==> config.mk <==
export PLATFORM = sky130hd
export DESIGN_NAME = i2s_dac_tx
export DESIGN_NICKNAME = d
export VERILOG_FILES = /design/src/rtl/wm8731_pkg.sv /design/src/rtl/i2s_dac_tx_bclk_gen.sv /design/src/rtl/i2s_dac_tx.sv
export SDC_FILE = /design/constraint.sdc
export NUM_CORES = 1
export LEC_CHECK = 0
export BUFFER_PORTS_ARGS = -buffer_cell sky130_fd_sc_hd__buf_2
export CORE_ASPECT_RATIO = 1.1
export CORE_MARGIN = 1.5
export CORE_UTILIZATION = 61
export DETAILED_ROUTE_END_ITERATION = 16
export PLACE_DENSITY = 0.81
export SYNTH_ARGS = -nofsm -noshare
export SYNTH_HDL_FRONTEND = slang
export SYNTH_SLANG_ARGS = --single-unit
==> constraint.sdc <==
create_clock -name m_clk -period 4.7 [get_ports m_clk]
set_input_delay 0.235 -clock m_clk [delete_from_list [all_inputs] [get_ports m_clk]]
set_output_delay 0.235 -clock m_clk [all_outputs]
set_load 0.01 [all_outputs]
==> src/rtl/wm8731_pkg.sv <==
// Shared types and default sizing for the WM8731-style I2S DAC transmitter.
package wm8731_pkg;

    typedef enum logic {
        IDLE = 1'b0,
        RUN  = 1'b1
    } state_t;

    localparam int BCLK_HALF_DEF = 4;
    localparam int DATA_W_DEF    = 16;

endpackage

==> src/rtl/i2s_dac_tx_bclk_gen.sv <==
// BCLK divider and frame bit counter; strobes mark the m_clk cycle before each b_clk edge.
module bclk_gen
    import wm8731_pkg::*;
#(
    parameter int BCLK_HALF = BCLK_HALF_DEF,
    parameter int DATA_W    = DATA_W_DEF,
    localparam int DIV_W    = $clog2(2 * BCLK_HALF),
    localparam int BIT_W    = $clog2(2 * DATA_W)
) (
    input  logic             clk,
    input  logic             reset,
    input  logic             run,
    input  logic             stop,
    output logic             b_clk,
    output logic             rise,
    output logic             fall,
    output logic [BIT_W-1:0] bit_cnt
);

    localparam logic [DIV_W-1:0] DIV_LAST = DIV_W'(2 * BCLK_HALF - 1);
    localparam logic [DIV_W-1:0] DIV_HALF = DIV_W'(BCLK_HALF);
    localparam logic [BIT_W-1:0] BIT_LAST = BIT_W'(2 * DATA_W - 1);

    logic [DIV_W-1:0] div_cnt;

    assign rise = run && (div_cnt == '0);
    assign fall = run && (div_cnt == DIV_HALF);

    // stop clears everything on the frame-boundary edge so b_clk never rises again
    always_ff @(posedge clk) begin
        if (reset || !run || stop) begin
            div_cnt <= '0;
            bit_cnt <= '0;
            b_clk   <= 1'b0;
        end else begin
            div_cnt <= (div_cnt == DIV_LAST) ? '0 : div_cnt + 1'b1;
            if (rise) begin
                b_clk   <= 1'b1;
                bit_cnt <= (bit_cnt == BIT_LAST) ? '0 : bit_cnt + 1'b1;
            end else if (fall) begin
                b_clk <= 1'b0;
            end
        end
    end

endmodule

==> src/rtl/i2s_dac_tx.sv <==
// I2S (left-justified-by-one-slot-free) DAC transmitter: holding register, frame shifter, IDLE/RUN control.
// state | meaning
// IDLE  | outputs low, counters held at 0, handshake still accepts a pair
// RUN   | b_clk toggling, frames shifted out; leaves only at a frame boundary
module i2s_dac_tx
    import wm8731_pkg::*;
#(
    parameter int BCLK_HALF = BCLK_HALF_DEF,
    parameter int DATA_W    = DATA_W_DEF
) (
    input  logic              m_clk,
    input  logic              reset,
    input  logic              enable,
    input  logic [DATA_W-1:0] sample_l,
    input  logic [DATA_W-1:0] sample_r,
    input  logic              sample_valid,
    output logic              sample_ready,
    output logic              b_clk,
    output logic              dac_lr_clk,
    output logic              dacdat,
    output logic              underrun
);

    localparam int FRAME_W = 2 * DATA_W;
    localparam int BIT_W   = $clog2(2 * DATA_W);

    state_t             state, state_nxt;
    logic               rise, fall, frame_start, stop, xfer, hold_full;
    logic [BIT_W-1:0]   bit_cnt;
    logic [FRAME_W-1:0] hold_data, shift_reg, load_data;

    bclk_gen #(
        .BCLK_HALF (BCLK_HALF),
        .DATA_W    (DATA_W)
    ) u_bclk_gen (
        .clk     (m_clk),
        .reset   (reset),
        .run     (state == RUN),
        .stop    (stop),
        .b_clk   (b_clk),
        .rise    (rise),
        .fall    (fall),
        .bit_cnt (bit_cnt)
    );

    assign frame_start  = rise && (bit_cnt == '0);
    assign stop         = frame_start && !enable;
    assign sample_ready = !hold_full;
    assign xfer         = sample_valid && sample_ready;
    assign load_data    = hold_full ? hold_data : '0;

    always_ff @(posedge m_clk) begin
        if (reset) state <= IDLE;
        else       state <= state_nxt;
    end

    always_comb begin
        state_nxt = state;
        case (state)
            IDLE:    if (enable) state_nxt = RUN;
            RUN:     if (stop)   state_nxt = IDLE;
            default: state_nxt = IDLE;
        endcase
    end

    always_ff @(posedge m_clk) begin
        if (reset) begin
            hold_full  <= 1'b0;
            hold_data  <= '0;
            shift_reg  <= '0;
            dacdat     <= 1'b0;
            dac_lr_clk <= 1'b0;
            underrun   <= 1'b0;
        end else begin
            underrun <= 1'b0;
            if (xfer) hold_data <= {sample_l, sample_r};

            // a pair accepted in the frame-start cycle survives the load
            if (frame_start && !stop) hold_full <= xfer;
            else if (xfer)            hold_full <= 1'b1;

            if (stop) begin
                dacdat     <= 1'b0;
                dac_lr_clk <= 1'b0;
            end else if (frame_start) begin
                shift_reg  <= {load_data[FRAME_W-2:0], 1'b0};
                dacdat     <= load_data[FRAME_W-1];
                dac_lr_clk <= 1'b1;
                underrun   <= !hold_full;
            end else if (rise) begin
                shift_reg  <= {shift_reg[FRAME_W-2:0], 1'b0};
                dacdat     <= shift_reg[FRAME_W-1];
                dac_lr_clk <= (bit_cnt < BIT_W'(DATA_W));
            end
        end
    end

    // the fall strobe must only ever land in the high phase of b_clk
    assert property (@(posedge m_clk) disable iff (reset) fall |-> b_clk);

endmodule

==> results by group <==
Synth
  – Number of synthesized flops with an enable pin: 0
  – Ranking of synthesized cells by area: dfxtp_1, nand2_1, o21a_1
  – Prevailing post-synth register cell: dfxtp_1
  – Post-synthesis cell count: 392
  – Dominant cell type by area after synthesis: dfxtp_1
  – Sequential area share after synthesis: 0.484
  – Synth Warn #: 0
  – #FFs+latches synth: 77
  – Net Count, Synth: 434
  – Ys async rst share: 0
  – Mapped Area: 0.00318 mm^2
  – Netlist cell types: 31
  – Mean Syn Cell Area: 8.12 um^2
  – Yosys top cell area share: 0.484

Critical path
  – Worst Path Buf+Inv: 1
  – Crit Path Class: flip-flop to flip-flop
  – CP max stage cell: or4b_1
  – Crit. Startpoint: u_bclk_gen.bit_cnt[0]
  – CP Capture Type: flip-flop
  – Top cell family by delay on the critical path: simple AND/OR/NAND/NOR gates
  – CP Cell Sequence: inv_1 -> ha_1 -> or4b_1 -> nand2_1 -> a31oi_1 -> o21a_1
  – R2R setup slack: 2.51 ns
  – Critical path peak fanout: 31
  – CP arrival: 2.48 ns
  – CP peak stage delay: 0.87 ns
  – Worst Path Required: roughly 5 ns
  – Worst Setup Start Kind: flip-flop
  – End of the worst register-to-register path: shift_reg[9]
  – Reg2reg path depth: 6
  – Crit path depth: 6
  – Critical Path End: shift_reg[9]
  – R2r startpoint: u_bclk_gen.bit_cnt[0]

Drt
  – Vias: 2770
  – DRC viols: 0
  – Iteration count of the initial detailed-routing pass: 4
  – Vias per inst: 5.82
  – Routed length per placed instance: 13.7 um
  – ANT nets after route: 0
  – Routed Wire Length: 6530 um
  – DRT iter0 DRCs: 179

Timing
  – RSZ-0062 raised after global routing: no
  – Final Cycle Share: 0.466
  – Hold Fails Final Rpt: 0
  – Post-Route Skew: 0.00526 ns
  – Min Hold Slack: 0.112 ns
  – Setup Total Neg Slack: 0 ns
  – Final worst setup slack: 2.51 ns
  – Rel. slew slack: 0.280
  – Maximum operating frequency: 457 MHz
  – Slew Limit Fails: 0
  – Slew @ Worst Pin: ~1.1 ns
  – Final Critical Period: approximately 2.2 ns
  – Setup violations, final: 0

Die
  – Row cnt: 27
  – Die H: 78.8 um
  – Die width: 71.9 um
  – Core footprint: 0.00503 mm^2
  – IO Pins: 41
  – Die area: 0.00566 mm^2
  – Initial Utilization: 0.633

Clocking
  – Clock Tree Root: clkbuf_8
  – Cts bufs inserted: 9
  – Post CTS Setup Buffer Count: 0
  – Clock Latency Late Sink: 0.35 ns
  – Hold buffer count at CTS: 0
  – Clock Path Buffers: 2
  – Number of H-tree levels: 3
  – Reg clk slew, reported paths: 0.07 ns
  – CTS tree: done
  – Resize count post-CTS: 0
  – CTS Sinks: 77

Layout
  – Most common cell after layout, fill and taps aside: nand2_1
  – Max reg flops: 32
  – Area grow syn2layout: 11.4%
  – Highest-count cells in the layout ignoring fill and taps: nand2_1, dfxtp_1, a21oi_1
  – # diodes: 0
  – Share of cells above drive strength 1: 0.151
  – Nets@finish: 456

Pwr
  – Peak VDD IR: 0.322 mV
  – Lkg Pwr: around 1.3 nW
  – Power per Cell Area: between 300 and 400 mW/mm^2

Min path
  – Class of the worst hold path: input pin to flip-flop
  – Worst hold path depth: 3

Place
  – Dpl ws: 2.57 ns
  – IO buf count: 40
  – Post-DP HPWL: roughly 4000 um
  – Routability Congestion: 0.783

GRT
  – GR Util All Layers: 0.247
  – Global route total overflow: 0
  – Initial antenna violation count: 0
  – Largest net degree at the start of global routing: 70
  – Vias in the first global route: around 2.5k
  – First-pass GRT wire length: 10900 um

Status
  – Outcome: finished clean

Run
  – Max-cap violations: 0
-- worst register-to-register path: stages, from the launching register on --
cell and delay (ns):
dfxtp_1 0.42, inv_1 0.07, ha_1 0.21, or4b_1 0.87, nand2_1 0.19, a31oi_1 0.24, o21a_1 0.14
-- power breakdown --
group / internal, mW / switching, mW / total (mW)
sequential: 0.690 / 0.0201 / 0.710
clock: 0.262 / 0.224 / 0.485
combinational: 0.0520 / 0.0813 / 0.133
total: 1.00 / 0.325 / 1.33
-- cells in the mapped netlist (2+ instances only) --
cell,instances
nor3b_1,2
buf_4,2
nor2_1,6
nand3b_1,2
buf_6,2
dfxtp_1,77
a21oi_1,43
nor3_1,4
clkbuf_1,22
o21a_1,29
a31oi_1,30
inv_1,6
buf_1,6
o21ai_0,3
nand2_1,105
ha_1,6
and3_1,2
nand3_1,32
-- logic make-up (layout without fill, tap and decap cells) --
family / count (synthesis) / after routing / share of synthesized area
and+or+nand+nor: 161 / 161 / 0.225
adders and majority gates: 6 / 6 / 0.0236
AOI/OAI and AO/OA: 109 / 109 / 0.214
DFF: 77 / 77 / 0.484
buffers and inverters: 39 / 65 / 0.0534
-- layer usage --
metal  global-route usage  part of all wire  vias to the layer above
met4                0.111             0.021                        0
met5                    0                 0                        -
met3               0.0736             0.046                       13
met2                0.411              0.49                       65
li1                     -                 -                     1400
met1                0.292              0.44                     1292
-- per-stage QoR --
step | instance area [um^2] | cells | util | power [mW]
after floorplan | 3180 | 392 | - | 0.820
after global placement | 3350 | 461 | 0.666 | 0.851
after detailed placement | 3350 | 461 | 0.666 | 0.857
after CTS | 3550 | 476 | 0.705 | 1.33
after global routing | 3550 | 476 | 0.705 | 1.38
final | 3550 | 476 | 0.705 | 1.33
-- cell type report --
| cell class | count | area, um^2 |
|---|---|---|
| Tap cell | 58 | 72.6 |
| Multi-Input combinational cell | 276 | 1480 |
| Inverter | 6 | 22.5 |
| Timing Repair Buffer | 44 | 230 |
| Fill cell | 409 | 1490 |
| Sequential cell | 77 | 1540 |
| Clock buffer | 15 | 196 |
-- worst min-delay path by stage --
| stage | from | endpoint |
|---|---|---|
| 2_1_floorplan | enable | state |
| 4_1_cts | sample_l[9] | hold_data[25] |
| 3_3_place_gp | dac_lr_clk | dac_lr_clk |
| 5_1_grt | sample_l[12] | hold_data[28] |
| 3_5_place_dp | hold_data[10] | hold_data[10] |
| 6_report | sample_l[9] | hold_data[25] |
Power figures use the tool's default switching activity.
